### config.mk
export PLATFORM = sky130hd
export DESIGN_NAME = led_pwm_driver
export DESIGN_NICKNAME = d
export VERILOG_FILES = /design/src/rtl/led_pwm_driver.sv
export SDC_FILE = /design/constraint.sdc
export NUM_CORES = 1
export LEC_CHECK = 0
export ABC_AREA = 0
export ABC_CLOCK_PERIOD_IN_PS = 1600
export CORE_MARGIN = 3
export CORE_UTILIZATION = 53
export CTS_BUF_LIST = sky130_fd_sc_hd__clkbuf_2 sky130_fd_sc_hd__clkbuf_4 sky130_fd_sc_hd__clkbuf_8
export DETAILED_ROUTE_END_ITERATION = 6
export GPL_TIMING_DRIVEN = 0
export PLACE_DENSITY_LB_ADDON = 0.3
export RECOVER_POWER = 25
export SYNTH_ARGS = -nofsm -noshare
export SYNTH_HDL_FRONTEND = slang
export SYNTH_SLANG_ARGS = --single-unit
### constraint.sdc
create_clock -name clk -period 1.6 [get_ports clk]
set_input_delay 0.24 -clock clk [delete_from_list [all_inputs] [get_ports clk]]
set_output_delay 0.24 -clock clk [all_outputs]
set_load 0.02 [all_outputs]
### src/rtl/led_pwm_driver.sv
//============================================================================
// Module  : led_pwm_driver
// Brief   : Period-synchronous PWM dimming and blink stage for 8 LED pins.
//           Define LED_PWM_GAMMA_EN to square the duty value (gamma mapping).
// Revision: 1.0  initial release
//============================================================================
`default_nettype none

module led_pwm_driver #(
  parameter int PRESCALE      = 195,
  parameter int PWM_BITS      = 8,
  parameter int BLINK_PERIODS = 64
) (
  input  logic                clk,
  input  logic                rst,
  input  logic [7:0]          led_i,
  input  logic [7:0]          blink_en_i,
  input  logic [PWM_BITS-1:0] duty_i,
  output logic [7:0]          led_o,
  output logic                period_tick_o
);

  localparam logic [15:0]         PRESC_MAX = 16'(PRESCALE - 1);
  localparam logic [15:0]         BLINK_MAX = 16'(BLINK_PERIODS - 1);
  localparam logic [PWM_BITS-1:0] PWM_MAX   = '1;

  logic [15:0]         presc_q, presc_d;
  logic [PWM_BITS-1:0] pwm_q, pwm_d;
  logic [15:0]         blink_cnt_q, blink_cnt_d;
  logic                phase_q, phase_d;
  logic                start_pend_q, start_pend_d;
  logic [7:0]          led_sh_q, led_sh_d;
  logic [7:0]          blink_sh_q, blink_sh_d;
  logic [PWM_BITS-1:0] duty_q, duty_d;
  logic [7:0]          led_out_q, led_out_d;
  logic                tick_q, tick_d;

  logic                step;
  logic                ps;
  logic                pwm_on;
  logic [PWM_BITS-1:0] duty_eff;

`ifdef LED_PWM_GAMMA_EN
  logic [2*PWM_BITS-1:0] duty_ext;
  logic [2*PWM_BITS-1:0] duty_sq;
  assign duty_ext = {{PWM_BITS{1'b0}}, duty_q};
  assign duty_sq  = duty_ext * duty_ext;
  assign duty_eff = duty_sq[2*PWM_BITS-1:PWM_BITS];
`else
  assign duty_eff = duty_q;
`endif

  assign step   = (presc_q == PRESC_MAX);
  assign ps     = start_pend_q | (step & (pwm_q == PWM_MAX));
  // Full-scale duty bypasses the compare so there is no one-step dark gap.
  assign pwm_on = (duty_q == PWM_MAX) | (pwm_q < duty_eff);

  always_comb begin
    presc_d      = step ? 16'd0 : presc_q + 16'd1;
    pwm_d        = step ? pwm_q + 1'b1 : pwm_q;
    start_pend_d = 1'b0;
    blink_cnt_d  = blink_cnt_q;
    phase_d      = phase_q;
    led_sh_d     = led_sh_q;
    blink_sh_d   = blink_sh_q;
    duty_d       = duty_q;
    tick_d       = ps;
    led_out_d    = led_sh_q & {8{pwm_on}} & (~blink_sh_q | {8{phase_q}});

    if (ps) begin
      led_sh_d   = led_i;
      blink_sh_d = blink_en_i;
      duty_d     = duty_i;
      if (!start_pend_q) begin
        if (blink_cnt_q == BLINK_MAX) begin
          blink_cnt_d = 16'd0;
          phase_d     = ~phase_q;
        end else begin
          blink_cnt_d = blink_cnt_q + 16'd1;
        end
      end
    end
  end

  always_ff @(posedge clk) begin
    if (rst) begin
      presc_q      <= 16'd0;
      pwm_q        <= '0;
      blink_cnt_q  <= 16'd0;
      phase_q      <= 1'b1;
      start_pend_q <= 1'b1;
      led_sh_q     <= 8'd0;
      blink_sh_q   <= 8'd0;
      duty_q       <= '1;
      led_out_q    <= 8'd0;
      tick_q       <= 1'b0;
    end else begin
      presc_q      <= presc_d;
      pwm_q        <= pwm_d;
      blink_cnt_q  <= blink_cnt_d;
      phase_q      <= phase_d;
      start_pend_q <= start_pend_d;
      led_sh_q     <= led_sh_d;
      blink_sh_q   <= blink_sh_d;
      duty_q       <= duty_d;
      led_out_q    <= led_out_d;
      tick_q       <= tick_d;
    end
  end

  assign led_o         = led_out_q;
  assign period_tick_o = tick_q;

endmodule

`default_nettype wire

==> results.txt <==
The run finished, with violations left. The final reports fail on setup timing. The aggregate routed wire length is approximately 10,000 µm. The number of antenna violations at the first check in global routing came out at 0. The accumulated negative setup slack came out at -9.17 ns. The post-synthesis average cell area is approximately 8.6 µm². The count of cell types in the netlist came out at slightly above 40. The area added between synthesis and finish is 51.0%. The global-route wire length before repair is 13,900 µm. The detailed-route DRC error count is 0. The area of the die is approximately 7300 µm². After synthesis the cells add up to about 3300 µm². The final worst-path cycle share is 1.14.

The data required time of the worst path came out at 1.88 ns. The number of pins with negative max-slew slack in the final report was 0. The synthesis-stage register bit count came out at 75. The share of cells above drive strength 1 is 0.378. The synthesized netlist cell count came out at about 390. The worst setup path is of the reg2reg kind. The total congestion overflow came out at 0.

The global placer's final weighted congestion came out at roughly 0.81. The synthesized netlist net count came out at between 400 and 500. The insertion delay to the later sink of the worst-skew pair came out at 0.35 ns. The TritonCTS buffer count came out at 9. The largest net degree at the start of global routing came out at 14. The top achievable clock speed is around 550 MHz. The largest clock skew in the final design came out at ~0.0089 ns. The count of TritonRoute iterations in the first routing pass came out at 5.

The worst setup path is captured at a register. The worst setup path is launched from a register. The placeable core area is around 6000 µm². Summed over all instances, the cell type with the most area after synthesis is dfxtp_1. The fraction of the yosys area taken by sequential cells is 0.448. The number of diodes added for antenna fixing came out at 0. Counting flops with a built-in enable in the synthesized netlist gives 0. Dividing the detail-routed wire length by the instance count gives between 15 and 20 µm. The worst-margin pin slew is about 0.58 ns. The half-perimeter wire length of the detailed placement result came out at 5030 µm. In this run the remaining antenna-violating nets after routing total 0.

The via density per instance is around 5.9. The quantity of I/O buffers inserted on ports is 34. TritonCTS built the clock tree.

The maximum VDD drop is roughly 0.00087 V. The die outline height is about 85 µm. The I/O pin count came out at 35. The count of hold-fix buffers inserted at cts came out at 0. Setup violations remaining at the end of the flow were counted as 68. The total clock sinks came out at 75. The normalized max-slew margin is 0.614.

The top fanout value on the critical path came out at 5. The tree is rooted in a clkbuf_8. The net count of the finished layout came out at around 510.

The final worst slack is -0.223 ns. Setup repair after global routing could not meet its margin everywhere. The min-delay analysis places its worst path in the category in2reg. The via count of the first global-routing pass came out at ~2,900.

The detailed router finished its first iteration with approximately 260 violations. The yosys synthesis warning count came out at 0. By area the synthesized netlist is led by dfxtp_1, xor2_1, nor2_1, nand2_1, ha_1. The number of vias in the routed layout came out at 3,235. Measured on the finished design, the core utilization comes to 0.839. The maximum buffer depth of the clock tree is 2. The static power due to leakage is approximately 2.0 nW. The width of the die came out at about 85 µm. By count the netlist is led by dfxtp_1, nor2_1, nand2_1. After clock tree synthesis, the clock-pin slew on the worst setup and hold paths is around 0.08 ns. The post-layout minimum cycle time came out at roughly 1.8 ns. Among all flip-flop cells after synthesis, the most frequent one is dfxtp_1. The power per cell area is around 810 nW/µm². The pre-CTS worst setup slack is -0.580 ns. The number of levels the H-tree was split into came out at 3.

Among all cell types in the netlist, the one instantiated most often is dfxtp_1. The count of max-cap constraint violations came out at 0. The effective utilization at floorplan came out at 0.556.

The number of core rows came out at 28. The area fraction of the dominant cell type after synthesis came out at 0.448. The count of endpoints failing hold in the final timing report is 0. For the worst setup path, the data arrival time is between 2 and 2.5 ns. After synthesis, the share of flip-flops with an asynchronous set or reset is 0. In the global route stage, overall resource usage came out at 0.237. The worst-case register-to-register setup slack is -0.22 ns.
worst paths after layout:
path,startpoint,to,cells past startpoint
setup / recovery,presc_q[14],led_sh_q[6],7
hold / removal,led_i[3],led_sh_q[3],3
setup reg to reg,presc_q[14],led_sh_q[6],7
hold reg to reg,blink_sh_q[0],blink_sh_q[0],2
cell type report:
type	count	area (µm²)
fillers	304	970
repair buffers	68	746
clock inverters	6	88.8
plain buffers	15	160
clock buffers	10	138
multi-input cells	288	2260
well taps	75	93.8
inverters	12	45.0
flip-flops and latches	75	1530
metrics by stage:
stage / hold WS [ns] / instance area [µm²] / power (mW) / cells
after floorplan: 0.268 / 3410 / 2.15 / 391
after global placement: 0.424 / 3840 / 2.27 / 500
after detailed placement: 0.440 / 3840 / 2.28 / 500
after CTS: 0.431 / 4480 / 3.95 / 535
after global routing: 0.454 / 5060 / 4.19 / 549
final: 0.442 / 5060 / 4.09 / 549
per-layer routing:
layer	track usage	routed length, µm
met1	0.304	4270
met2	0.399	5260
met3	0.0359	497
met4	0.0964	380
met5	0	0
power by group:
part | switching, mW | internal (mW) | leakage [nW] | total, mW
clock | 0.736 | 0.920 | 0.108 | 1.66
sequential | 0.0464 | 1.92 | 0.616 | 1.97
combinational | 0.228 | 0.237 | 1.26 | 0.465
state kept, by name (all words and copies together) (netlist names):
signal and cells:
start_pend_q 1, blink_cnt_q 16, duty_eff 8, period_tick_o 1, led_o 8, led_sh_q 8, blink_sh_q 8, pwm_q 8
presc_q 16, phase_q 1
cell families after synthesis:
| kind of cell | Yosys count | synth area share |
|---|---|---|
| AO/OA/AOI/OAI | 42 | 0.0788 |
| XOR/XNOR | 35 | 0.0916 |
| adder cells (fa/ha/maj) | 11 | 0.0411 |
| buffers and inverters | 28 | 0.0430 |
| flip-flops | 75 | 0.448 |
| multiplexers | 2 | 0.00598 |
| AND/OR/NAND/NOR | 198 | 0.291 |
cell usage in the layout, fill, tap and decap left out, types with 4 or more instances in the layout:
| master | Yosys | final |
|---|---|---|
| nand2_2 | 0 | 12 |
| nand4_1 | 15 | 15 |
| nand3_1 | 27 | 21 |
| o21ai_1 | 1 | 7 |
| nor2_2 | 0 | 10 |
| inv_1 | 12 | 11 |
| a21oi_1 | 19 | 8 |
| clkbuf_16 | 0 | 5 |
| nor3_4 | 0 | 8 |
| dfxtp_1 | 75 | 58 |
| a21boi_0 | 8 | 8 |
| nor2_4 | 0 | 6 |
| nor3_2 | 2 | 10 |
| clkbuf_8 | 0 | 10 |
| nand2_4 | 0 | 8 |
| dfxtp_2 | 0 | 16 |
| nand3_2 | 0 | 6 |
| buf_6 | 4 | 8 |
| a21oi_2 | 0 | 11 |
| and3_1 | 7 | 6 |
| buf_4 | 0 | 19 |
| buf_8 | 0 | 8 |
| nor3_1 | 20 | 4 |
| ha_1 | 11 | 7 |
| xnor2_1 | 10 | 8 |
| xor2_1 | 25 | 24 |
| nor2_1 | 54 | 38 |
| ha_4 | 0 | 4 |
| clkdlybuf4s50_1 | 0 | 34 |
| nand2_1 | 50 | 30 |
critical path: stages, from the launching register on:
cell and delay, ns:
dfxtp_2 0.36, nor4_4 0.30, and4_4 0.27, buf_6 0.13, a41o_4 0.29, clkbuf_16 0.18
nand2_1 0.06, a21oi_1 0.14
what timing repair did:
item	4_1_cts	5_1_grt
gates cloned	3	6
pin swaps	29	40
hold endpoints to repair	0	0
setup buffers	17	8
gates resized for setup	64	108
endpoints found under the setup margin	68	74
Note: power is estimated with default switching activity, not from simulation.
